### src/rtl/div_pkg.sv
// div_pkg: shared FSM state type and counter-width helper for the sequential divider.
package div_pkg;
  typedef enum logic [1:0] {IDLE, CALC, FIX, DONE} state_t;
  function automatic int clog2(input int n);
    int r;
    r = 0;
    for (int i = 0; i < 31; i++) if ((1 << i) < n) r = i + 1;
    return r;
  endfunction
endpackage

### src/rtl/div_restore_step.sv
// div_restore_step: one radix-2 restoring step (shift in a dividend bit, trial-subtract, select).
module div_restore_step #(
  parameter int WIDTH_D = 8
) (
  input  logic [WIDTH_D:0]   rem_i,
  input  logic               bit_i,
  input  logic [WIDTH_D-1:0] dsr_i,
  output logic [WIDTH_D:0]   rem_o,
  output logic               q_o
);
  logic [WIDTH_D+1:0] sh;
  logic [WIDTH_D+2:0] diff;
  always_comb begin
    sh = {rem_i, bit_i};
    diff = {1'b0, sh} - {3'b000, dsr_i};
    q_o = ~diff[WIDTH_D+2];
    rem_o = q_o ? (WIDTH_D+1)'(diff) : (WIDTH_D+1)'(sh);
  end
endmodule

### src/rtl/seq_div_signed.sv
// seq_div_signed: sequential signed divider, truncating quotient/remainder, one quotient bit per cycle.
module seq_div_signed
  import div_pkg::*;
#(
  parameter int WIDTH_N = 16,
  parameter int WIDTH_D = 8
) (
  input  logic               clk,
  input  logic               rst,
  input  logic               in_valid,
  output logic               in_ready,
  input  logic [WIDTH_N-1:0] dividend,
  input  logic [WIDTH_D-1:0] divisor,
  output logic               out_valid,
  input  logic               out_ready,
  output logic [WIDTH_N-1:0] quotient,
  output logic [WIDTH_D-1:0] remainder,
  output logic               div_by_zero,
  output logic               overflow
);
  localparam int CW = clog2(WIDTH_N) > 0 ? clog2(WIDTH_N) : 1;
  state_t state_q, state_d;
  logic sn_q, sn_d, sd_q, sd_d, dbz_q, dbz_d, ovf_q, ovf_d, step_q;
  logic [WIDTH_D-1:0] dsr_q, dsr_d, r_q, r_d;
  logic [WIDTH_D:0] acc_q, acc_d, step_rem;
  logic [WIDTH_N-1:0] quo_q, quo_d, q_q, q_d;
  logic [CW-1:0] cnt_q, cnt_d;

  div_restore_step #(.WIDTH_D(WIDTH_D)) u_step (
    .rem_i(acc_q), .bit_i(quo_q[WIDTH_N-1]), .dsr_i(dsr_q), .rem_o(step_rem), .q_o(step_q)
  );

  always_ff @(posedge clk or posedge rst)
    if (rst) state_q <= IDLE;
    else state_q <= state_d;

  always_comb
    state_d = state_q == IDLE ? (in_valid ? (divisor == '0 ? DONE : CALC) : IDLE)
            : state_q == CALC ? (cnt_q == '0 ? FIX : CALC)
            : state_q == FIX  ? DONE
            : (out_ready ? IDLE : DONE);

  always_comb begin
    in_ready = state_q == IDLE;
    out_valid = state_q == DONE;
    quotient = q_q;
    remainder = r_q;
    div_by_zero = dbz_q;
    overflow = ovf_q;
  end

  // quo_q starts as |dividend| and fills with quotient bits as the magnitude shifts out.
  always_comb begin
    sn_d = sn_q;
    sd_d = sd_q;
    dsr_d = dsr_q;
    acc_d = acc_q;
    quo_d = quo_q;
    cnt_d = cnt_q;
    q_d = q_q;
    r_d = r_q;
    dbz_d = dbz_q;
    ovf_d = ovf_q;
    if (state_q == IDLE && in_valid) begin
      sn_d = dividend[WIDTH_N-1];
      sd_d = divisor[WIDTH_D-1];
      quo_d = dividend[WIDTH_N-1] ? -dividend : dividend;
      dsr_d = divisor[WIDTH_D-1] ? -divisor : divisor;
      acc_d = '0;
      cnt_d = CW'(WIDTH_N - 1);
      if (divisor == '0) begin
        q_d = '1;
        r_d = '0;
        dbz_d = 1'b1;
        ovf_d = 1'b0;
      end
    end else if (state_q == CALC) begin
      acc_d = step_rem;
      quo_d = {quo_q[WIDTH_N-2:0], step_q};
      cnt_d = cnt_q - CW'(1);
    end else if (state_q == FIX) begin
      q_d = (sn_q ^ sd_q) ? -quo_q : quo_q;
      r_d = sn_q ? -acc_q[WIDTH_D-1:0] : acc_q[WIDTH_D-1:0];
      dbz_d = 1'b0;
      // A magnitude quotient of 2^(WIDTH_N-1) with both signs negative only arises from MIN / -1.
      ovf_d = sn_q & sd_q & quo_q[WIDTH_N-1];
    end
  end

  always_ff @(posedge clk or posedge rst)
    if (rst) begin
      sn_q <= 1'b0;
      sd_q <= 1'b0;
      dsr_q <= '0;
      acc_q <= '0;
      quo_q <= '0;
      cnt_q <= '0;
      q_q <= '0;
      r_q <= '0;
      dbz_q <= 1'b0;
      ovf_q <= 1'b0;
    end else begin
      sn_q <= sn_d;
      sd_q <= sd_d;
      dsr_q <= dsr_d;
      acc_q <= acc_d;
      quo_q <= quo_d;
      cnt_q <= cnt_d;
      q_q <= q_d;
      r_q <= r_d;
      dbz_q <= dbz_d;
      ovf_q <= ovf_d;
    end
endmodule

### config.mk
export PLATFORM = sky130hd
export DESIGN_NAME = seq_div_signed
export DESIGN_NICKNAME = d
export VERILOG_FILES = /design/src/rtl/div_pkg.sv /design/src/rtl/div_restore_step.sv /design/src/rtl/seq_div_signed.sv
export SDC_FILE = /design/constraint.sdc
export NUM_CORES = 1
export LEC_CHECK = 0
export BUFFER_PORTS_ARGS = -buffer_cell sky130_fd_sc_hd__buf_2
export CAP_MARGIN = 20
export CORE_UTILIZATION = 55
export CTS_CLUSTER_DIAMETER = 60
export CTS_CLUSTER_SIZE = 20
export DETAILED_ROUTE_END_ITERATION = 8
export PLACE_DENSITY_LB_ADDON = 0.15
export SKIP_CTS_REPAIR_TIMING = 1
export SLEW_MARGIN = 5
export SYNTH_ARGS = -nofsm -noshare
export SYNTH_HDL_FRONTEND = slang
export SYNTH_SLANG_ARGS = --single-unit
### constraint.sdc
create_clock -name clk -period 4.1 [get_ports clk]
set_clock_uncertainty 0.1 [all_clocks]
set_input_delay 0.205 -clock clk [delete_from_list [all_inputs] [get_ports clk]]
set_output_delay 0.205 -clock clk [all_outputs]
set_load 0.05 [all_outputs]
# Word-level counts from Yosys, hierarchy flattened
# Index checks and enable logic that the tools add are counted.
# totals
input_bits	28
ff_bits	67
wordCells	67
out_inout_bits	28
# classes
eq_ne	5
bitwise	4
mux	34
add_sub_neg	6
reduce_logical	7
# ops
cell	count
$mux 16	8
$mux 8	6
$neg 16->16	2
$mux 9	3
$neg 8->8	2
$mux 2	7
$sub 10x8->11	1
$logic_not 8->1	1
$mux 1	8
$mux 4	2
$eq 2x2->1 const B	2
$logic_not 4->1	1
$reduce_bool 2->1	2
$sub 4x1->4 const B	1
$reduce_and 3->1	1
$and 1x1->1	2
$eq 2x1->1 const B	1
$logic_not 2->1	1
$ne 2x1->1 const B	1
$ne 2x2->1 const B	1
$logic_and 1x1->1	1
$not 1->1	1
$xor 1x1->1	1

# Longest topological paths before layout
# Gate-level depths: netlist of run 1.
# logic_depth
depth_word	5
ltp_mapped	10
depth_no_buf	9

# By module
# A second synthesis of run 1 with hierarchy kept.
# hier_totals
hier_cells	496
area_unflattened_um2	4299.1
# by_module_without_submodules
mod	area_per_inst_um2	cells_each	seq_area_each_um2	instances
seq_div_signed	3748.6	431	1676.6	1
div_restore_step	550.5	65	0.0	1

# Least setup slack after synthesis of run 1
# OpenSTA, ideal clock, no wires.
# synth_timing
kind	reg2reg
from	register quo_q[15]
to	register acc_q[0]
path_stages_with_launch	11
setup_time_ns	0.116
required_ns	3.884
synth_period_minus_slack_ns	2.442
arrival_ns	2.227
path_buffers	1
slack_ns	1.658
cell_sequence	dfrtp_1 inv_1 ha_1 inv_1 fa_1 a211oi_1 o21ai_0 a31oi_1 clkbuf_1 nand3_1 o311ai_0
# synth_via
elab_chain_len	4
# synth_lines
element	line_no	text
from (decl)	seq_div_signed.sv:26	logic [WIDTH_N-1:0] quo_q, quo_d, q_q, q_d;
from (signal assigned)	seq_div_signed.sv:107	quo_q <= quo_d;
$sub 10x8->11	div_restore_step.sv:15	diff = {1'b0, sh} - {3'b000, dsr_i};
$mux 9 *	div_restore_step.sv:17	rem_o = q_o ? (WIDTH_D+1)'(diff) : (WIDTH_D+1)'(sh);
$mux 9 *	seq_div_signed.sv:77	end else if (state_q == CALC) begin
$mux 9 *	seq_div_signed.sv:64	if (state_q == IDLE && in_valid) begin
to (signal assigned)	seq_div_signed.sv:95	acc_q <= '0;
to (signal assigned)	seq_div_signed.sv:106	acc_q <= acc_d;
to (decl)	seq_div_signed.sv:25	logic [WIDTH_D:0] acc_q, acc_d, step_rem;
# Mark *: on every way between the ends. The rest lies on a longest branch, timed or not. The select of a mux whose other input is x is not followed.
# A chain may end at the register's enable or synchronous reset.

# Worst setup path in the final report of run 1
# layout_timing
from	register quo_q[15]
to	register acc_q[6]
# layout_via
elab_chain_len	4
# layout_lines
element	line_no
$sub 10x8->11	div_restore_step.sv:15
$mux 9	div_restore_step.sv:17
$mux 9	seq_div_signed.sv:77
$mux 9	seq_div_signed.sv:64
# Every way passes these cells. The select of a mux whose other input is x is not followed.

==> results of run 1 <==
critical path, cell delays in order, from the launching register on:
cell and delay, ps:
dfrtp_1 390, inv_1 120, ha_1 180, inv_1 50, fa_1 420, a211oi_1 280, o21ai_0 200, a31oi_1 380
buf_4 240, a211o_1 110, nand3_1 70
Yosys cell counts, types with 9 or more instances:
cell / number / area (um^2)
a21oi_1: 26 / 130.1
clkbuf_1: 23 / 86.33
ha_1: 14 / 175.2
xor2_1: 31 / 271.5
nand3_1: 20 / 100.1
o21ai_0: 31 / 155.2
inv_1: 23 / 86.33
o31ai_1: 12 / 90.09
nor2_1: 34 / 127.6
a31oi_1: 9 / 56.30
nand2_1: 66 / 247.7
dfrtp_1: 67 / 1677
nor2b_1: 9 / 56.30
area by class of cell:
cell class / instances / share of cell area, %
clock buffer: 12 / 3.401
clock inverter: 2 / 0.2743
inverter: 23 / 1.892
multi-input combinational: 347 / 47.81
sequential: 67 / 36.75
tap: 96 / 2.633
timing repair buffer: 62 / 7.241
metrics by stage:
stage	area [um^2]	setup WS, ps	cells
after floorplan	4036	1658	462
after global placement	4377	1552	593
after detailed placement	4384	1480	594
after CTS	4552	1452	608
after global routing	4562	1201	609
final	4562	1441	609
cell families (layout without fill, tap and decap cells):
kind of cell             after synthesis  count (layout)  synth area share (%)
AND/OR/NAND/NOR                      175             175                 21.30
AO/OA/AOI/OAI                        111             111                 17.64
flip-flops                            67              67                 41.54
multiplexers                           7               7                 1.736
adder cells (fa/ha/maj)               15              15                 4.836
buffers and inverters                 48              99                 4.494
XOR/XNOR                              39              39                 8.463
cells in the final DEF, fill, tap and decap left out, types with 3 or more instances in the layout:
cell      count
or3_1         6
inv_1        22
nor3b_1       3
a31oi_1       9
nor2b_1       8
a21oi_1      26
xor2_1       31
a22oi_1       5
o31ai_1      12
o21a_1        4
ha_1         14
nor2_1       34
or4_4         4
o211ai_1      3
xnor2_1       8
nand2_1      66
dfrtp_1      67
o21ai_0      31
a221oi_1      3
clkbuf_8     11
buf_4         6
nor3_1        8
o41ai_1       4
buf_2        55
mux2i_1       7
nand3_1      20
and3_1        8
nand2b_1      3
power by group:
group	switching [mW]	internal, mW	total, mW
sequential	0.339	0.995	1.33
clock	0.244	0.245	0.489
combinational	1.61	0.959	2.57
total	2.19	2.20	4.39
flip-flops by register name, indices dropped and copies added, names as in the netlist:
register and flops:
sd_q 1, overflow 1, cnt_q 4, div_by_zero 1, sn_q 1, quotient 16
dsr_q 8, state_q 2, remainder 8, acc_q 9, quo_q 16
per-layer routing:
| metal | vias to the layer above | share of wire (%) | GRT usage [%] |
|---|---|---|---|
| met2 | 88 | 42 | 36.51 |
| met1 | 1597 | 52 | 38.86 |
| li1 | 1706 | - | - |
| met4 | 0 | 1.1 | 7.601 |
| met5 | - | 0 | 0 |
| met3 | 6 | 5.0 | 5.090 |
final timing paths:
check | end | cells past startpoint
min reg2reg | div_by_zero$_DFFE_PP0P_ | 2
min in group asynchronous | remainder[3]$_DFFE_PP0P_ | 3
min | state_q[0]$_DFF_PP0_ | 3
max | acc_q[6]$_DFFE_PP0P_ | 10
max in group asynchronous | dsr_q[4]$_DFFE_PP0P_ | 4
max reg2reg | acc_q[6]$_DFFE_PP0P_ | 10
==> impl_results.md, run 1 <==
* Area of the core at between 6000 and 7000 um^2
* Startpoint Class: register
* Final net count at around 550
* Clk root buf: clkbuf_8
* Synthesized area at roughly 4000 um^2
* Via/cell ratio at approximately 5.6
* Post-synth ARST share at between 90% and 100%
* Crit-path max FO at 10
* Power Density at approximately 960 nW/um^2
* Final-report max-slew violation count at 0
* Site Rows at 30
* Post-DP HPWL at between 6000 and 7000 um
* Final TNS setup at 0 ps
* Reg clk slew, reported paths at around 70 ps
* HP Start: out_ready
* Largest net degree at the start of global routing at 40
* ANT nets after route at 0
* # port buffers at 55
* Iteration-0 DRC Markers at slightly below 200
* Min Tclk post-route at ~2700 ps
* Vias in the first global route at between 3k and 4k
* CTS tree: done
* Ys Warns at 0
* Vias post-DR at 3,397
* Initial Util at about three fifths
* Worst hold margin at 32.11 ps
* Post-synth EDFFs at 0
* Flip-flop and latch area at about 1700 um^2
* Total of max-cap violations at 0
* Reg-to-Reg Start: quo_q[15]$_DFFE_PP0P_
* Chip width at ~90 um
* Layout cells sized above 1 at about 17%
* Fmax at between 0.3 and 0.4 GHz
* Worst hold-check path type: in -> reg
* CTS Sinks at 67
* RSZ-0062 raised after global routing: false
* Worst-case clock buffer depth at 2
* GRT Total Usage at ~26%
* Power Total at approximately 4.4 mW
* Routed WL at 8778 um
* # setup viols final at 0
* Top FF cell, synth: dfrtp_1
* Remaining global-route overflow at 0
* Initial antenna violation count at 0
* Clock Latency Late Sink at between 300 and 400 ps
* Diode count at 0
* Final hold vios at 0
* Final Util at 65.69%
* Status: completed
* Fill cell count at about 610
* Reg2reg setup slack at approximately 1400 ps
* Num CTS Buffers at 9
* Sequential area share after synthesis at between 40% and 50%
* CP Class: reg -> reg
* Area Overhead vs Synth at 13.02%
* DR pass1 iterations at 5
* Critical path data required time at 4210 ps
* Routability cong. at about 0.82
* DR WL/cell at roughly 14 um
* First-pass GRT wire length at between 15,000 and 20,000 um
* Mapped Cells at between 400 and 500
* Die height at roughly 88 um
* WP data arrival at roughly 2800 ps
* Worst IR drop on VDD at roughly 0.28 mV
* Area of the die at ~7700 um^2
* #FFs+latches synth at 67
* Post-Syn Area per Cell at approximately 8.7 um^2
* Relative slew slack at between 30% and 40%
* Final Cycle Share at approximately two thirds
* LEAKAGE at 2.111 nW
* Worst setup EP type: register
* Synth cell types at 51
* Crit path from: quo_q[15]$_DFFE_PP0P_
* I/O pin count at 56
* Synthesized Nets at ~500
* Multi-input logic area at about 2200 um^2
* Measured slew at the worst slew-check pin at around 1000 ps
* Depth of the CTS H-tree at 3
* # DRC at 0
No activity file was read; power rests on OpenSTA's default activity.
==> inputs of run 2 (changes only) <==
--- a/config.mk
+++ b/config.mk
@@ -7,7 +7,7 @@
 export LEC_CHECK = 0
 export BUFFER_PORTS_ARGS = -buffer_cell sky130_fd_sc_hd__buf_2
 export CAP_MARGIN = 20
-export CORE_UTILIZATION = 55
+export CORE_UTILIZATION = 52
 export CTS_CLUSTER_DIAMETER = 60
 export CTS_CLUSTER_SIZE = 20
 export DETAILED_ROUTE_END_ITERATION = 8
==> constraint.sdc (replaced) <==
create_clock -name clk -period 2.3 [get_ports clk]
set_clock_uncertainty 0.1 [all_clocks]
set_input_delay 0.115 -clock clk [delete_from_list [all_inputs] [get_ports clk]]
set_output_delay 0.115 -clock clk [all_outputs]
set_load 0.05 [all_outputs]
==> impl_results.md, run 2 (synthesized netlist as in run 1, its figures left out) <==
* Final net count at 571 (+3.3%)
* DR pass1 iterations at 5 (unchanged)
* Critical Path, Cell by Cell: inv_2, ha_4, inv_2, fa_2, a211oi_2, o21ai_2, a31oi_2, nor2_1, a221o_1
* Crit-path max FO at 3 (-7)
* Most common cell after layout, fill and taps aside: dfrtp_1
* Measured slew at the worst slew-check pin at 578.2 ps (-454.4 ps)
* Fmax at 0.4422 GHz (+18%)
* CP Class: reg -> reg
* Initial antenna violation count at 0 (unchanged)
* RSZ-0062 raised after global routing: true
* PnR worst setup slack at 38.45 ps (-1402 ps)
* Global Route met1 Usage at 37.13% (-1.7 points)
* DP Cell Count at 612 (+3.0%)
* Startpoint Class: register
* GRT Total Usage at 24.07% (-1.5 points)
* Failing checks: negative hold slack
* HP Start: divisor[7]
* Min Tclk post-route at 2262 ps (-397.7 ps)
* Clk root buf: clkbuf_8
* Critical path data required time at 2420 ps (-1790 ps)
* # port buffers at 55 (unchanged)
* Worst hold margin at -28.38 ps (-60.49 ps)
* Status: finished, violations left
* Remaining global-route overflow at 0 (unchanged)
* Final instance area at 4821 um^2 (+5.7%)
* Worst hold-check path type: in -> reg
* Diode count at 0 (unchanged)
* DR WL/cell at 14.60 um (+1.3%)
* Reg-to-Reg Start: quo_q[15]$_DFFE_PP0P_
* ANT nets after route at 0 (unchanged)
* Total of max-cap violations at 0 (unchanged)
* Crit path top cell by count: inv_2
* CTS Sinks at 67 (unchanged)
* Post-DP HPWL at 6806 um (+7.1%)
* Cell family with most CP delay: compound AO/OA/AOI/OAI gates
* Largest net degree at the start of global routing at 44 (+10%)
* Vias post-DR at 3,530 (+3.9%)
* Num CTS Buffers at 9 (unchanged)
* Area of the core at 7370 um^2 (+6.1%)
* Clock Latency Late Sink at 340 ps (about the same)
* Critical path destination: acc_q[8]$_DFFE_PP0P_
* Crit path from: quo_q[15]$_DFFE_PP0P_
* Post-route insts no fill at 632 (+3.8%)
* Met2 usage at 34.67% (-1.8 points)
* Reg2Reg Capture Point: acc_q[8]$_DFFE_PP0P_
* Vias in the first global route at 3,327 (+6.2%)
* I/O pin count at 56 (unchanged)
* Power Total at 8.502 mW (+94%)
* Power Density at 1764 nW/um^2 (+83%)
* Final Cycle Share at 98.33% (+33 points)
* Critical path depth at 9 (-1)
* Crit path buffers/inverters at 2 (-1)
* LEAKAGE at 2.228 nW (+5.6%)
* Initial Util at 54.77% (-3.4 points)
* Routed WL at 9225 um (+5.1%)
* GRT met3 Usage at 3.384% (-1.7 points)
* Routability cong. at 0.8927 (+9.3%)
* Worst-case clock buffer depth at 2 (unchanged)
* Reg2reg setup slack at 40 ps (-1400 ps)
* Place WS at -9.802 ps (-1490 ps)
* Layout cells sized above 1 at 21.58% (+4.6 points)
* First-pass GRT wire length at 15,810 um (+5.0%)
* Busiest grt layer: met1
* Most frequent cells in the layout: dfrtp_1, nand2_1, buf_2
* Chip width at 90.11 um (+2.8%)
* Worst IR drop on VDD at 0.5928 mV (+110%)
* Worst setup EP type: register
* Die height at 90.11 um (+2.8%)
* WP data arrival at 2380 ps (-390 ps)
* Final-report max-slew violation count at 0 (unchanged)
* Placed cell area at 4518 um^2 (+3.1%)
* Relative slew slack at 61.36% (+30 points)
* # DRC at 0 (unchanged)
* Depth of the CTS H-tree at 3 (unchanged)
* Area Overhead vs Synth at 19.44%
* Area of the die at 8119 um^2 (+5.6%)
* Slowest stage delay, CP at 390 ps (-30 ps)
* Iteration-0 DRC Markers at 279 (+43%)
* Worst Reg-to-Reg Cells at 9 (-1)
* Reg clk slew, reported paths at 70 ps (about the same)
* Fill cell count at 636 (+4.8%)
* Final hold vios at 5 (+5)
* Slowest CP cell: dfrtp_1
* # setup viols final at 0 (unchanged)
* CTS tree: done
* Via/cell ratio at 5.585 (+0.13%)
* Site Rows at 31 (+3.3%)
run 2: cell types whose count changed in the layout (fill, tap and decap cells not counted), moves of 2 or more:
cell and change:
dlygate4sd3_1 +2, a31oi_1 -2, bufinv_16 +2, clkbuf_8 -2
inv_1 -2, ha_4 +2, buf_4 +14, inv_2 +2
a31oi_2 +2, ha_1 -2
run 2: metal layers:
metal	vias up	routed length, um
li1	1752	-
met1	1645	4542
met2	123	4025
met3	10	551
met4	0	106
met5	-	0
run 2: report_power, final:
part           total (mW)  internal [mW]  switching (mW)
sequential           2.30           1.77           0.522
combinational        5.15           1.99            3.16
clock                1.06          0.608           0.450
run 2: metrics by stage:
stage	utilization, %	TNS (ps)
3_5_place_dp	61.31	-9.802
6_report	65.42	0
2_1_floorplan	-	0
5_1_grt	65.42	-81.46
3_3_place_gp	61.31	0
4_1_cts	64.14	-9.532
run 2: layout make-up:
type	instances	area, um^2	share of cell area (%)
Clock buffer	11	131.4	2.725
Inverter	23	86.33	1.791
Clock inverter	5	77.57	1.609
Timing Repair Buffer	80	486.7	10.10
Sequential cell	67	1677	34.78
Tap cell	99	123.9	2.569
Multi-Input combinational cell	347	2238	46.43
run 2: worst register-to-register path, cell delays in order (launching register included):
cell,delay [ps]
dfrtp_1,390
inv_2,80
ha_4,130
inv_2,40
fa_2,390
a211oi_2,280
o21ai_2,120
a31oi_2,260
nor2_1,80
a221o_1,280
run 2: worst min-delay path by stage:
stage	end	slack [ps]	cells past startpoint
after global routing	sd_q$_DFFE_PP0P_	10	3
after CTS	remainder[4]$_DFFE_PP0P_	-270	2
after floorplan	quo_q[0]$_DFFE_PP0P_	170	2
after global placement	remainder[4]$_DFFE_PP0P_	90	2
final	sd_q$_DFFE_PP0P_	-30	3
after detailed placement	remainder[4]$_DFFE_PP0P_	100	2
==> inputs of run 3 (changes only) <==
--- a/config.mk
+++ b/config.mk
@@ -11,7 +11,7 @@
 export CTS_CLUSTER_DIAMETER = 60
 export CTS_CLUSTER_SIZE = 20
 export DETAILED_ROUTE_END_ITERATION = 8
-export PLACE_DENSITY_LB_ADDON = 0.15
+export PLACE_DENSITY = 0.76
 export SKIP_CTS_REPAIR_TIMING = 1
 export SLEW_MARGIN = 5
 export SYNTH_ARGS = -nofsm -noshare
==> impl_results.md, run 3 (synthesized netlist as in run 1, its figures left out) <==
* Status: finished, violations left
* Failing checks: negative hold slack
* Initial Util at 54.77% (unchanged)
* First-pass GRT wire length at 15,860 um (+0.27%)
* GRT Total Usage at 24.31% (+0.24 points)
* Post-route insts no fill at 634 (+0.32%)
* ANT nets after route at 0 (unchanged)
* # port buffers at 55 (unchanged)
* Fmax at 0.4397 GHz (-0.57%)
* Worst hold margin at -19.95 ps (+8.431 ps)
* Startpoint Class: register
* CP Class: reg -> reg
* Most common cell after layout, fill and taps aside: dfrtp_1
* Vias post-DR at 3,600 (+2.0%)
* Largest net degree at the start of global routing at 68 (+55%)
* Slowest stage delay, CP at 400 ps (about the same)
* Die height at 90.11 um (unchanged)
* Cell family with most CP delay: compound AO/OA/AOI/OAI gates
* Final hold vios at 6 (+1)
* Routed WL at 9280 um (+0.60%)
* Area of the core at 7370 um^2 (unchanged)
* Routability cong. at 0.9098 (+1.9%)
* LEAKAGE at 2.249 nW (+0.92%)
* Clock Latency Late Sink at 350 ps (about the same)
* CTS tree: done
* Worst-case clock buffer depth at 2 (unchanged)
* Final-report max-slew violation count at 0 (unchanged)
* Site Rows at 31 (unchanged)
* Power Density at 1777 nW/um^2 (+0.73%)
* Measured slew at the worst slew-check pin at 649.9 ps (+71.69 ps)
* I/O pin count at 56 (unchanged)
* # DRC at 0 (unchanged)
* CTS Sinks at 67 (unchanged)
* Via/cell ratio at 5.678 (+1.7%)
* Critical path data required time at 2430 ps (about the same)
* Worst IR drop on VDD at 0.5300 mV (-11%)
* Iteration-0 DRC Markers at 227 (-19%)
* Worst hold-check path type: in -> reg
* DP Cell Count at 612 (unchanged)
* Diode count at 0 (unchanged)
* Worst setup EP type: register
* Depth of the CTS H-tree at 3 (unchanged)
* Slowest CP cell: fa_2
* WP data arrival at 2400 ps (+20 ps)
* Initial antenna violation count at 0 (unchanged)
* # setup viols final at 0 (unchanged)
* Power Total at 8.625 mW (+1.4%)
* Area of the die at 8119 um^2 (unchanged)
* DR pass1 iterations at 5 (unchanged)
* RSZ-0062 raised after global routing: true
* Final Cycle Share at 98.89% (+0.56 points)
* Crit path top cell by count: inv_2
* Chip width at 90.11 um (unchanged)
* Crit-path max FO at 7 (+4)
* Final Util at 65.87% (+0.46 points)
* Min Tclk post-route at 2274 ps (+12.90 ps)
* Num CTS Buffers at 9 (unchanged)
* Vias in the first global route at 3,359 (+0.96%)
* Total of max-cap violations at 0 (unchanged)
* Crit path buffers/inverters at 3 (+1)
* Relative slew slack at 56.57% (-4.8 points)
* Reg clk slew, reported paths at 70 ps (about the same)
* Area Overhead vs Synth at 20.27%
* Critical Path, Cell by Cell: inv_2, ha_4, inv_2, fa_2, a211oi_2, o21ai_2, a31oi_2, buf_4, a211o_1, nand3_1
* Most frequent cells in the layout: dfrtp_1, nand2_1, buf_2
* Remaining global-route overflow at 0 (unchanged)
* Clk root buf: clkbuf_8
* Layout cells sized above 1 at 21.87% (+0.29 points)
* DR WL/cell at 14.64 um (+0.28%)
* Final net count at 573 (+0.35%)
* Post-DP HPWL at 6765 um (-0.60%)
## run 3: tightest hold or removal path, stage by stage
cell and delay, ps:
buf_2 100, xnor2_1 110, a21oi_1 60
## run 3: per-stage QoR
| stage | hold WS, ps | TNS, ps | area, um^2 | setup WS, ps |
|---|---|---|---|---|
| 3_5_place_dp | 123.6 | -11.65 | 4518 | -6.788 |
| 5_1_grt | 1.749 | -350.7 | 4855 | -66.44 |
| 6_report | -19.95 | 0 | 4855 | 25.56 |
| 3_3_place_gp | 110.2 | 0 | 4518 | 89.47 |
| 4_1_cts | -248.8 | -48.10 | 4758 | -18.98 |
| 2_1_floorplan | 168.8 | 0 | 4045 | 33.35 |
## run 3: worst paths after layout
path | cells after the start | slack [ps] | to | from
setup reg to reg | 10 | 30 | acc_q[6]$_DFFE_PP0P_ | quo_q[15]$_DFFE_PP0P_
min in group asynchronous | 4 | 280 | remainder[7]$_DFFE_PP0P_ | rst
setup / recovery | 10 | 30 | acc_q[6]$_DFFE_PP0P_ | quo_q[15]$_DFFE_PP0P_
hold reg to reg | 2 | 380 | div_by_zero$_DFFE_PP0P_ | div_by_zero$_DFFE_PP0P_
hold / removal | 3 | -20 | dsr_q[2]$_DFFE_PP0P_ | divisor[2]
max in group asynchronous | 4 | 1540 | acc_q[1]$_DFFE_PP0P_ | rst
## run 3: where the power goes
group | leakage, nW | switching (mW) | internal (mW)
clock network | 0.119 | 0.473 | 0.718
registers | 0.785 | 0.553 | 1.77
logic | 1.34 | 3.14 | 1.97
## run 3: per-layer routing
metal,GRT usage (%),vias up,share of wire [%]
li1,-,1763,-
met1,34.27,1708,46
met2,37.40,113,46
met3,4.061,16,5.7
met4,9.543,0,2.0
met5,0,-,0
## run 3: final cells by class
type / count / area (um^2)
Clock inverter: 7 / 116.4
Sequential cell: 67 / 1677
Fill cell: 611 / 2515
Clock buffer: 9 / 123.9
Inverter: 23 / 86.33
Tap cell: 99 / 123.9
Multi-Input combinational cell: 347 / 2227
Timing Repair Buffer: 82 / 500.5
